**src/rtl/uart_axi_pkg.sv**
```systemverilog
// Shared constants for the AXI4-Lite UART register bank: register map, status/control bit
// positions, response codes and the write/read channel state encodings.
package uart_axi_pkg;

  localparam logic [2:0] REG_RXDATA = 3'd0;
  localparam logic [2:0] REG_TXDATA = 3'd1;
  localparam logic [2:0] REG_STATUS = 3'd2;
  localparam logic [2:0] REG_CTRL   = 3'd3;

  localparam int ST_RX_NEMPTY    = 0;
  localparam int ST_RX_FULL      = 1;
  localparam int ST_TX_EMPTY     = 2;
  localparam int ST_TX_FULL      = 3;
  localparam int ST_RX_OVF       = 4;
  localparam int ST_RX_COUNT_LSB = 8;
  localparam int ST_TX_COUNT_LSB = 16;

  localparam int CTRL_RX_IRQ_EN = 0;
  localparam int CTRL_TX_IRQ_EN = 1;
  localparam int CTRL_TX_FLUSH  = 2;
  localparam int CTRL_RX_FLUSH  = 3;

  localparam logic [1:0] RESP_OKAY   = 2'b00;
  localparam logic [1:0] RESP_SLVERR = 2'b10;
  localparam logic [1:0] RESP_DECERR = 2'b11;

  typedef enum logic [1:0] {WR_IDLE, WR_ACK, WR_RESP} wr_state_t;
  typedef enum logic [1:0] {RD_IDLE, RD_ACK, RD_RESP} rd_state_t;

  // The map only occupies byte offsets 0x00..0x1F; anything above decodes as an error.
  function automatic logic addr_in_map(input logic [31:0] addr);
    return addr[31:5] == 27'd0;
  endfunction

endpackage

```
**src/rtl/uart_sync_fifo.sv**
```systemverilog
// Synchronous FIFO with a registered head word, occupancy count and a flush that
// overrides any same-cycle push or pop.
module uart_sync_fifo #(
  parameter int WIDTH = 8,
  parameter int DEPTH = 16
) (
  input  logic                       clk,
  input  logic                       srst,
  input  logic                       push,
  input  logic [WIDTH-1:0]           push_data,
  input  logic                       pop,
  input  logic                       flush,
  output logic [WIDTH-1:0]           head,
  output logic                       full,
  output logic                       empty,
  output logic [$clog2(DEPTH):0]     count
);

  localparam int PW = $clog2(DEPTH);
  localparam int CW = PW + 1;

  logic [WIDTH-1:0] mem [DEPTH];
  logic [PW-1:0]    wr_ptr_reg;
  logic [PW-1:0]    rd_ptr_reg;
  logic [PW-1:0]    rd_ptr_next;
  logic [CW-1:0]    count_reg;
  logic [WIDTH-1:0] head_reg;
  logic             push_ok;
  logic             pop_ok;

  assign full    = (count_reg == CW'(DEPTH));
  assign empty   = (count_reg == '0);
  assign count   = count_reg;
  assign head    = head_reg;
  assign push_ok = push && !full;
  assign pop_ok  = pop && !empty;

  assign rd_ptr_next = pop_ok ? rd_ptr_reg + PW'(1) : rd_ptr_reg;

  always_ff @(posedge clk) begin
    if (push_ok) begin
      mem[wr_ptr_reg] <= push_data;
    end
  end

  // Head is prefetched from the next read address; a write landing on that slot
  // (FIFO about to be empty) is forwarded so the new word is visible next cycle.
  always_ff @(posedge clk) begin
    if (srst) begin
      head_reg <= '0;
    end else if (push_ok && (wr_ptr_reg == rd_ptr_next)) begin
      head_reg <= push_data;
    end else begin
      head_reg <= mem[rd_ptr_next];
    end
  end

  always_ff @(posedge clk) begin
    if (srst || flush) begin
      wr_ptr_reg <= '0;
      rd_ptr_reg <= '0;
      count_reg  <= '0;
    end else begin
      wr_ptr_reg <= wr_ptr_reg + PW'(push_ok);
      rd_ptr_reg <= rd_ptr_next;
      case ({push_ok, pop_ok})
        2'b10:   count_reg <= count_reg + CW'(1);
        2'b01:   count_reg <= count_reg - CW'(1);
        default: count_reg <= count_reg;
      endcase
    end
  end

endmodule

```
**src/rtl/s_axi_lite_uart_fifo.sv**
```systemverilog
// AXI4-Lite register bank in front of the UART byte engines: TX/RX FIFOs, sticky RX
// overflow, flush controls and a registered level interrupt.
module s_axi_lite_uart_fifo
  import uart_axi_pkg::*;
#(
  parameter int P_S_AXI_DATA_WIDTH = 32,
  parameter int P_S_AXI_ADDR_WIDTH = 5,
  parameter int P_UART_DATA_WIDTH  = 8,
  parameter int P_TX_FIFO_DEPTH    = 16,
  parameter int P_RX_FIFO_DEPTH    = 16
) (
  input  logic                            s_axi_aclk,
  input  logic                            s_axi_areset,
  input  logic [P_S_AXI_ADDR_WIDTH-1:0]   s_axi_awaddr,
  input  logic [2:0]                      s_axi_awprot,
  input  logic                            s_axi_awvalid,
  output logic                            s_axi_awready,
  input  logic [P_S_AXI_DATA_WIDTH-1:0]   s_axi_wdata,
  input  logic [P_S_AXI_DATA_WIDTH/8-1:0] s_axi_wstrb,
  input  logic                            s_axi_wvalid,
  output logic                            s_axi_wready,
  output logic [1:0]                      s_axi_bresp,
  output logic                            s_axi_bvalid,
  input  logic                            s_axi_bready,
  input  logic [P_S_AXI_ADDR_WIDTH-1:0]   s_axi_araddr,
  input  logic [2:0]                      s_axi_arprot,
  input  logic                            s_axi_arvalid,
  output logic                            s_axi_arready,
  output logic [P_S_AXI_DATA_WIDTH-1:0]   s_axi_rdata,
  output logic [1:0]                      s_axi_rresp,
  output logic                            s_axi_rvalid,
  input  logic                            s_axi_rready,
  input  logic                            i_user_rx_valid,
  input  logic [P_UART_DATA_WIDTH-1:0]    i_user_rx_data,
  output logic                            o_user_tx_valid,
  output logic [P_UART_DATA_WIDTH-1:0]    o_user_tx_data,
  input  logic                            i_user_tx_ready,
  output logic                            o_irq
);

  localparam int DW    = P_S_AXI_DATA_WIDTH;
  localparam int UW    = P_UART_DATA_WIDTH;
  localparam int TX_CW = $clog2(P_TX_FIFO_DEPTH) + 1;
  localparam int RX_CW = $clog2(P_RX_FIFO_DEPTH) + 1;

  wr_state_t         wr_state_reg, wr_state_next;
  rd_state_t         rd_state_reg, rd_state_next;
  logic              wr_hs, rd_hs;
  logic [1:0]        bresp_reg, bresp_next;
  logic [1:0]        rresp_reg, rresp_next;
  logic [DW-1:0]     rdata_reg, rdata_next;
  logic [1:0]        ctrl_en_reg, ctrl_en_next;
  logic              rx_ovf_reg, ovf_clr;
  logic              irq_reg;
  logic              tx_push, tx_flush, rx_pop, rx_flush;
  logic [UW-1:0]     tx_head, rx_head;
  logic              tx_full, tx_empty, rx_full, rx_empty;
  logic [TX_CW-1:0]  tx_count;
  logic [RX_CW-1:0]  rx_count;
  logic [DW-1:0]     status_word;
  logic              unused_bits;

  assign unused_bits = ^{s_axi_awprot, s_axi_arprot, s_axi_wdata, s_axi_wstrb,
                         s_axi_awaddr[1:0], s_axi_araddr[1:0]};

  uart_sync_fifo #(.WIDTH(UW), .DEPTH(P_TX_FIFO_DEPTH)) u_tx_fifo (
    .clk       (s_axi_aclk),
    .srst      (s_axi_areset),
    .push      (tx_push),
    .push_data (s_axi_wdata[UW-1:0]),
    .pop       (i_user_tx_ready),
    .flush     (tx_flush),
    .head      (tx_head),
    .full      (tx_full),
    .empty     (tx_empty),
    .count     (tx_count)
  );

  uart_sync_fifo #(.WIDTH(UW), .DEPTH(P_RX_FIFO_DEPTH)) u_rx_fifo (
    .clk       (s_axi_aclk),
    .srst      (s_axi_areset),
    .push      (i_user_rx_valid),
    .push_data (i_user_rx_data),
    .pop       (rx_pop),
    .flush     (rx_flush),
    .head      (rx_head),
    .full      (rx_full),
    .empty     (rx_empty),
    .count     (rx_count)
  );

  // Ready is a one-cycle pulse from the ACK state, so the handshake edge is simply "in ACK".
  assign wr_hs = (wr_state_reg == WR_ACK);
  assign rd_hs = (rd_state_reg == RD_ACK);

  always_comb begin
    wr_state_next = wr_state_reg;
    case (wr_state_reg)
      WR_IDLE: if (s_axi_awvalid && s_axi_wvalid) wr_state_next = WR_ACK;
      WR_ACK:  wr_state_next = WR_RESP;
      WR_RESP: if (s_axi_bready) wr_state_next = WR_IDLE;
      default: wr_state_next = WR_IDLE;
    endcase
  end

  always_comb begin
    rd_state_next = rd_state_reg;
    case (rd_state_reg)
      RD_IDLE: if (s_axi_arvalid) rd_state_next = RD_ACK;
      RD_ACK:  rd_state_next = RD_RESP;
      RD_RESP: if (s_axi_rready) rd_state_next = RD_IDLE;
      default: rd_state_next = RD_IDLE;
    endcase
  end

  always_comb begin
    bresp_next   = RESP_DECERR;
    tx_push      = 1'b0;
    tx_flush     = 1'b0;
    rx_flush     = 1'b0;
    ovf_clr      = 1'b0;
    ctrl_en_next = ctrl_en_reg;
    if (addr_in_map(32'(s_axi_awaddr))) begin
      case (s_axi_awaddr[4:2])
        REG_TXDATA: begin
          if (s_axi_wstrb[0] && tx_full) begin
            bresp_next = RESP_SLVERR;
          end else begin
            bresp_next = RESP_OKAY;
            tx_push    = wr_hs && s_axi_wstrb[0];
          end
        end
        REG_STATUS: begin
          bresp_next = RESP_OKAY;
          ovf_clr    = wr_hs && s_axi_wstrb[0] && s_axi_wdata[ST_RX_OVF];
        end
        REG_CTRL: begin
          bresp_next = RESP_OKAY;
          if (wr_hs && s_axi_wstrb[0]) begin
            ctrl_en_next = s_axi_wdata[1:0];
            tx_flush     = s_axi_wdata[CTRL_TX_FLUSH];
            rx_flush     = s_axi_wdata[CTRL_RX_FLUSH];
          end
        end
        default: bresp_next = RESP_DECERR;
      endcase
    end
  end

  always_comb begin
    status_word = '0;
    status_word[ST_RX_NEMPTY] = !rx_empty;
    status_word[ST_RX_FULL]   = rx_full;
    status_word[ST_TX_EMPTY]  = tx_empty;
    status_word[ST_TX_FULL]   = tx_full;
    status_word[ST_RX_OVF]    = rx_ovf_reg;
    status_word[ST_RX_COUNT_LSB +: RX_CW] = rx_count;
    status_word[ST_TX_COUNT_LSB +: TX_CW] = tx_count;
  end

  always_comb begin
    rdata_next = '0;
    rresp_next = RESP_DECERR;
    rx_pop     = 1'b0;
    if (addr_in_map(32'(s_axi_araddr))) begin
      case (s_axi_araddr[4:2])
        REG_RXDATA: begin
          if (rx_empty) begin
            rresp_next = RESP_SLVERR;
          end else begin
            rresp_next           = RESP_OKAY;
            rdata_next[UW-1:0]   = rx_head;
            rx_pop               = rd_hs;
          end
        end
        REG_STATUS: begin
          rresp_next = RESP_OKAY;
          rdata_next = status_word;
        end
        REG_CTRL: begin
          rresp_next      = RESP_OKAY;
          rdata_next[1:0] = ctrl_en_reg;
        end
        default: rresp_next = RESP_DECERR;
      endcase
    end
  end

  always_ff @(posedge s_axi_aclk) begin
    if (s_axi_areset) begin
      wr_state_reg <= WR_IDLE;
      rd_state_reg <= RD_IDLE;
    end else begin
      wr_state_reg <= wr_state_next;
      rd_state_reg <= rd_state_next;
    end
  end

  // A new overflow in the same cycle as a W1C keeps the flag set.
  always_ff @(posedge s_axi_aclk) begin
    if (s_axi_areset) begin
      bresp_reg   <= RESP_OKAY;
      rresp_reg   <= RESP_OKAY;
      rdata_reg   <= '0;
      ctrl_en_reg <= '0;
      rx_ovf_reg  <= 1'b0;
      irq_reg     <= 1'b0;
    end else begin
      if (wr_hs) bresp_reg <= bresp_next;
      if (rd_hs) begin
        rresp_reg <= rresp_next;
        rdata_reg <= rdata_next;
      end
      ctrl_en_reg <= ctrl_en_next;
      rx_ovf_reg  <= (i_user_rx_valid && rx_full) || (rx_ovf_reg && !ovf_clr);
      irq_reg     <= (ctrl_en_reg[CTRL_RX_IRQ_EN] && !rx_empty) ||
                     (ctrl_en_reg[CTRL_TX_IRQ_EN] && tx_empty) || rx_ovf_reg;
    end
  end

  assign s_axi_awready   = wr_hs;
  assign s_axi_wready    = wr_hs;
  assign s_axi_bvalid    = (wr_state_reg == WR_RESP);
  assign s_axi_bresp     = bresp_reg;
  assign s_axi_arready   = rd_hs;
  assign s_axi_rvalid    = (rd_state_reg == RD_RESP);
  assign s_axi_rresp     = rresp_reg;
  assign s_axi_rdata     = rdata_reg;
  assign o_user_tx_valid = !tx_empty;
  assign o_user_tx_data  = tx_head;
  assign o_irq           = irq_reg;

endmodule

```
**config.mk**
```make
export PLATFORM = sky130hd
export DESIGN_NAME = s_axi_lite_uart_fifo
export DESIGN_NICKNAME = d
export VERILOG_FILES = /design/src/rtl/uart_axi_pkg.sv /design/src/rtl/uart_sync_fifo.sv /design/src/rtl/s_axi_lite_uart_fifo.sv
export SDC_FILE = /design/constraint.sdc
export NUM_CORES = 1
export LEC_CHECK = 0
export CAP_MARGIN = 40
export CORE_MARGIN = 5
export CORE_UTILIZATION = 30
export CTS_BUF_LIST = sky130_fd_sc_hd__clkbuf_8
export DETAILED_ROUTE_END_ITERATION = 16
export GPL_TIMING_DRIVEN = 1
export SYNTH_ARGS = -nofsm -noshare
export SYNTH_HDL_FRONTEND = slang
export SYNTH_SLANG_ARGS = --single-unit
export TNS_END_PERCENT = 1
```
**constraint.sdc**
```tcl
create_clock -name s_axi_aclk -period 4.3 [get_ports s_axi_aclk]
set_input_delay 0.86 -clock s_axi_aclk [delete_from_list [all_inputs] [get_ports s_axi_aclk]]
set_output_delay 0.86 -clock s_axi_aclk [all_outputs]
set_load 0.01 [all_outputs]
```
==> results of run 1 <==
power by group through the flow:
stage | Clock (uW) | Sequential, uW | Combinational (uW)
4_1_cts | 2650 | 3470 | 275
6_report | 2570 | 3470 | 273
3_5_place_dp | 0 | 3540 | 274
2_1_floorplan | 0 | 3530 | 139
5_1_grt | 2830 | 3470 | 296
3_3_place_gp | 0 | 3540 | 268
worst max-delay path, cell delays in order:
cell and delay, ns:
clkdlybuf4s50_1 0.42, or4b_1 0.69, a211oi_4 0.45, mux2i_2 0.37, xnor2_1 0.09, or4_1 0.81
a311oi_1 0.39
per-stage QoR:
step	util, %	hold slack [ns]	setup WS (ns)	instances	area [um2]
final	35.97	0.4678	0.7250	1932	17610
after CTS	35.97	0.4625	0.8115	1932	17610
after global placement	33.88	0.4407	0.1623	1832	16590
after global routing	35.97	0.4881	0.5645	1932	17610
after floorplan	-	0.4206	0.1794	1118	14910
after detailed placement	33.90	0.4577	0.1788	1833	16590
routing by layer:
layer / GRT usage [%] / vias to the layer above / routed length [um]
met5: 0 / - / 7
met4: 3.766 / 2 / 846
met3: 3.197 / 63 / 2209
met2: 23.75 / 278 / 18980
met1: 17.63 / 4794 / 16180
li1: - / 4460 / -
cell families (layout without fill, tap and decap cells):
kind of cell | Yosys count | after routing | share of synthesized area (%)
AOI/OAI and AO/OA | 172 | 172 | 8.047
xor gates and xnor gates | 30 | 30 | 2.012
adders and majority gates | 14 | 14 | 1.229
buffers and inverters | 108 | 258 | 3.367
DFF | 328 | 328 | 61.41
muxes | 116 | 116 | 13.05
other | 1 | 14 | 0.02523
and+or+nand+nor | 336 | 336 | 10.87
area by class of cell:
class | instances | area (um2) | share of cell area [%]
clock buffer | 60 | 825.8 | 4.690
sequential | 328 | 9131 | 51.86
multi-input combinational | 682 | 5323 | 30.23
inverter | 20 | 75.07 | 0.4264
clock inverter | 39 | 187.7 | 1.066
timing repair buffer | 139 | 1234 | 7.007
tap | 664 | 830.8 | 4.719
worst max-delay path by stage:
stage                             from                  to  slack, ns  cells past startpoint
global placement       s_axi_araddr[2]   u_rx_fifo.head[2]       0.16                     10
CTS                    s_axi_araddr[2]   u_rx_fifo.head[5]       0.81                      7
global route        u_tx_fifo.count[3]  u_tx_fifo.count[4]       0.56                     12
floorplan              s_axi_araddr[2]  u_rx_fifo.count[4]       0.18                     14
detailed placement     s_axi_araddr[2]   u_rx_fifo.head[5]       0.18                      7
finish                 s_axi_araddr[2]   u_rx_fifo.head[5]       0.72                      7
layout by cell type, fill, tap and decap left out, drive strengths merged, types with 4 or more instances in the layout:
cell	synthesis	final
nor3b	5	5
nand4b	4	4
a21o	7	7
a22oi	17	17
nor2	102	102
a2111oi	6	6
or4	4	4
conb	1	14
a311oi	8	8
nand3	29	29
o2111ai	8	8
dfxtp	72	72
and3	30	30
ha	13	13
nand2b	7	7
a32oi	7	7
nor3	18	18
nand4	9	9
mux4	61	61
clkbuf	47	60
nand2	95	95
o21ai	33	33
xnor2	16	16
clkinv	1	13
a211oi	30	30
edfxtp	256	256
mux2	9	9
nor2b	10	10
inv	19	44
o211ai	7	7
clkdlybuf4s50	0	67
mux2i	46	46
xor2	13	13
a21oi	31	31
or3	10	10
buf	41	72
==> summary.txt, run 1 <==
Detailed routing
  – Residual DRC: 0
  – ANT nets after route: 0
  – Vias/cell: 4.967
  – Via count: 9,597
  – WL final: roughly 38,000 um
  – DRT iter0 DRCs: 721
  – TritonRoute pass-1 iters: 5
  – Routed WL per cell: 19.78 um

Setup path
  – Crit path kind: in2reg
  – Reg-to-Reg End: u_tx_fifo.count[2]
  – CP required: 4.80 ns
  – R2r startpoint: u_tx_fifo.count[3]
  – Crit start category: input pin
  – R2R cell count: 10
  – Setup slack, reg-to-reg: 0.89 ns
  – CP max FO: 16
  – Arr. time, crit path: 4.08 ns
  – Crit end category: flip-flop

Status
  – Status: finished clean

STA
  – Worst slew margin: 34.40%
  – # setup viols final: 0
  – F_max: 279.7 MHz
  – Worst-Margin Slew: roughly 0.98 ns
  – Hold Violations, Final: 0
  – Period utilisation layout: 83.14%
  – Worst Skew: roughly 0.018 ns
  – Max Slew Vio Count: 0
  – RSZ-0062 raised after global routing: false
  – Setup TNS: 0 ns
  – Minimum clock period: 3.575 ns

Final layout
  – ANT cells: 0
  – Share of layout cells above drive strength 1: 17.90%
  – Fill cells: 4,747
  – Synthesis-to-layout area growth: 18.44%
  – Final #Nets: 1,309

Floorplanning
  – I/O pin count: between 100 and 150
  – Core Rows: around 80
  – Chip Width: 232.6 um
  – Die ar.: between 0.05 and 0.06 mm2
  – Initial core utilization: 30.37%
  – Chip height: 232.6 um
  – Core area: 0.04895 mm2

Pwr
  – Combinational power share: 4.3%
  – Leak: 0.006053 uW
  – Sw frac: 22.66%
  – Clock share of power: 40.7%
  – Psw: 1432 uW
  – Peak supply drop: 0.2729 mV
  – PD cells: approximately 360 mW/mm2
  – Total internal power: a little under 5000 uW
  – Pwr Total: roughly 6300 uW
  – Flop pwr share: 54.9%

Global route
  – Largest net degree at the start of global routing: 39
  – GRT Util Overall: 13.84%
  – GRT overflow: 0
  – First-pass GRT wire length: 58,200 um
  – Vias in the first global route: 9,692
  – Initial antenna violation count: 1

Yosys
  – Top-count cell post-synth: edfxtp_1
  – Distinct cells, synth: 68
  – Seq/Total Area, Yosys: ~61%
  – Post-synth top cells: edfxtp_1, nor2_1, nand2_1
  – Most used DFF post-synth: edfxtp_1
  – Seq cells post-synth: 328
  – Syn Std Cell Area: 0.01487 mm2
  – Synth area leader: edfxtp_1
  – EDFF count, synth: about 260
  – Synth area leaders: edfxtp_1, dfxtp_1, mux4_2, mux2i_1, nor2_1
  – Cells after Synth: about 1,100
  – Synthesis warning total: 0
  – Ys async rst share: 0%
  – Synth top area share: just over 50%
  – Synth Area per Inst: 13.45 um2

Clock tree
  – # hold bufs at CTS: 0
  – Worst-skew pair later-pin latency: 0.60 ns
  – Resized Gates After CTS: 0
  – TritonCTS clock tree: yes
  – Max clock buf depth: 3
  – Setup bufs post-CTS: 0
  – H-tree lvl count: 2
  – Num CTS Buffers: 55
  – Clk root buf: clkbuf_8
  – Clock Sink Count: ~330
  – Clk slew on worst S/H paths: 0.06 ns

Worst hold path
  – Hold Path Sink: rd_state_reg[0]
  – Hold Crit Class: reg2reg
  – Hold depth: 1
  – Hold_sp: rd_state_reg[1]

Run
  – Max cap viols: 0

Place
  – IO Port Bufs: 68
  – Hpwl dp: 24,740 um
  – GP Congestion: 0.8280
Note: power is estimated with default switching activity, not from simulation.
==> run 2: changes to the inputs <==
==> constraint.sdc (replaced) <==
create_clock -name s_axi_aclk -period 3.2 [get_ports s_axi_aclk]
set_input_delay 0.64 -clock s_axi_aclk [delete_from_list [all_inputs] [get_ports s_axi_aclk]]
set_output_delay 0.64 -clock s_axi_aclk [all_outputs]
set_load 0.01 [all_outputs]
==> summary.txt, run 2 (synthesis gave the netlist of run 1 again) <==
Clock tree
  – # hold bufs at CTS: 0 (unchanged)
  – Clock Sink Count: 328 (unchanged)
  – Setup bufs post-CTS: 0 (unchanged)
  – Clk slew on worst S/H paths: 0.06 ns (about the same)
  – Worst-skew pair later-pin latency: 0.60 ns (about the same)
  – H-tree lvl count: 2 (unchanged)
  – Max clock buf depth: 3 (unchanged)
  – TritonCTS clock tree: yes (unchanged)
  – Num CTS Buffers: 55 (unchanged)
  – Clk root buf: clkbuf_8 (unchanged)

Run
  – Max cap viols: 0 (unchanged)

Detailed routing
  – Routed WL per cell: 19.40 um (was 19.78 um)
  – Via count: 9,856 (was 9,597)
  – TritonRoute pass-1 iters: 5 (unchanged)
  – Vias/cell: 4.933 (was 4.967)
  – Residual DRC: 0 (unchanged)
  – ANT nets after route: 0 (unchanged)
  – WL final: 38,770 um (was 38,210 um)
  – DRT iter0 DRCs: 709 (was 721)

Global route
  – First-pass GRT wire length: 59,080 um (was 58,200 um)
  – Vias in the first global route: 9,952 (was 9,692)
  – GRT Util Overall: 14.03% (was 13.84%)
  – Initial antenna violation count: 0 (was 1)
  – GRT overflow: 0 (unchanged)
  – Largest net degree at the start of global routing: 46 (was 39)

Final layout
  – ANT cells: 0 (unchanged)
  – Synthesis-to-layout area growth: 22.33% (was 18.44%)
  – Most frequent cells in the layout: edfxtp_1, buf_4, nor2_1, nand2_1, dfxtp_1 (was edfxtp_1, nor2_1, nand2_1, dfxtp_1, buf_4)
  – Fill cells: 4,741 (was 4,747)
  – Share of layout cells above drive strength 1: 22.19% (was 17.90%)
  – Final #Nets: 1,372 (was 1,309)
  – Fin area: 0.01818 mm2 (was 0.01761 mm2)
  – Commonest non-fill, non-tap cell in the layout: edfxtp_1 (unchanged)
  – Finished Layout Cells: 1,998 (was 1,932)

STA
  – RSZ-0062 raised after global routing: false (unchanged)
  – Hold Violations, Final: 0 (unchanged)
  – Worst slew margin: 41.69% (was 34.40%)
  – Minimum clock period: a little over 3 ns
  – Worst hold slack: 0.4569 ns (was 0.4678 ns)
  – Worst-Margin Slew: 0.8720 ns (was 0.9809 ns)
  – Worst setup margin: 0.1272 ns (was 0.7250 ns)
  – Period utilisation layout: 96.02%
  – Worst Skew: 0.02715 ns (was 0.01848 ns)
  – Setup TNS: 0 ns (unchanged)
  – Max Slew Vio Count: 0 (unchanged)
  – F_max: 325.4 MHz
  – # setup viols final: 0 (unchanged)

Setup path
  – CP max FO: 11 (was 16)
  – Arr. time, crit path: 3.57 ns (was 4.08 ns)
  – Crit end category: flip-flop (unchanged)
  – CP required: 3.69 ns (was 4.80 ns)
  – Crit path kind: in2reg (unchanged)
  – Crit start category: input pin (unchanged)

Floorplanning
  – Core Rows: 81 (unchanged)
  – Chip Width: 232.6 um (unchanged)
  – Chip height: 232.6 um (unchanged)
  – I/O pin count: 120 (unchanged)
  – Die ar.: 0.05410 mm2 (unchanged)
  – Initial core utilization: 30.37% (unchanged)
  – Core area: 0.04895 mm2 (unchanged)

Status
  – Status: finished clean (unchanged)

Place
  – Hpwl dp: 25,850 um (was 24,740 um)
  – IO Port Bufs: 68 (unchanged)
  – DP Worst Slack: -0.4824 ns (was 0.1788 ns)
  – GP Congestion: 0.8262 (was 0.8280)
  – Placed insts: 1,896 (was 1,833)
  – Placed inst area: 0.01713 mm2 (was 0.01659 mm2)

Worst hold path
  – Hold Crit Class: reg2reg (unchanged)

Pwr
  – PD cells: 470.2 mW/mm2 (was 359.0 mW/mm2)
  – Leak: 0.006389 uW (was 0.006053 uW)
  – Peak supply drop: 0.2848 mV (was 0.2729 mV)
run 2: final timing paths:
path / endpoint / slack (ns) / depth (start not counted) / from
hold reg to reg: s_axi_rdata[1] / 0.46 / 2 / s_axi_rdata[1]
setup / recovery: u_rx_fifo.head[1] / 0.13 / 11 / s_axi_araddr[2]
hold / removal: s_axi_rdata[1] / 0.46 / 2 / s_axi_rdata[1]
setup reg to reg: u_tx_fifo.head[6] / 0.38 / 9 / u_tx_fifo.rd_ptr_reg[1]
run 2: power breakdown:
part	switching, uW	internal (uW)
combinational	238	160
sequential	28.6	4640
clock	1640	1840
run 2: timing repair:
| action | 4_1_cts | 5_1_grt |
|---|---|---|
| hold endpoints to repair | 0 | 0 |
| gates resized for setup | 1 | 2 |
| cloned | 0 | 0 |
| setup endpoints to repair | 1 | 2 |
run 2: per-layer routing:
metal  wire length [um]  part of all wire, %  vias to the layer above  track usage (%)
met1              16570                   43                     4887            18.55
met5                  0                    0                        -                0
met2              19110                   49                      301            23.91
met4                939                  2.4                        0            3.674
li1                   -                    -                     4597                -
met3               2148                  5.5                       71            2.514
run 2: metrics by stage:
step / util [%] / power [uW]
final: 37.15 / 8550
after global routing: 37.15 / 8926
after floorplan: - / 4939
after detailed placement: 34.99 / 5151
after CTS: 37.13 / 8678
after global placement: 34.99 / 5143
run 2: critical path, cell delays in order:
cell and delay (ns):
clkdlybuf4s50_1 0.51, or4b_4 0.60, a211oi_4 0.26, buf_4 0.24, xnor2_4 0.16, buf_12 0.18, mux2i_1 0.18, mux2i_1 0.10
o2111ai_1 0.35, a311oi_1 0.16, buf_4 0.16
run 2: cell type report:
| cell class | instances | area [um2] | share of cell area (%) |
|---|---|---|---|
| flip-flops and latches | 328 | 9131 | 50.21 |
| multi-input cells | 682 | 5348 | 29.41 |
| repair buffers | 202 | 1757 | 9.660 |
| inverters | 20 | 76.32 | 0.4197 |
| clock inverters | 40 | 188.9 | 1.039 |
| well taps | 664 | 830.8 | 4.569 |
| clock buffers | 62 | 853.3 | 4.692 |
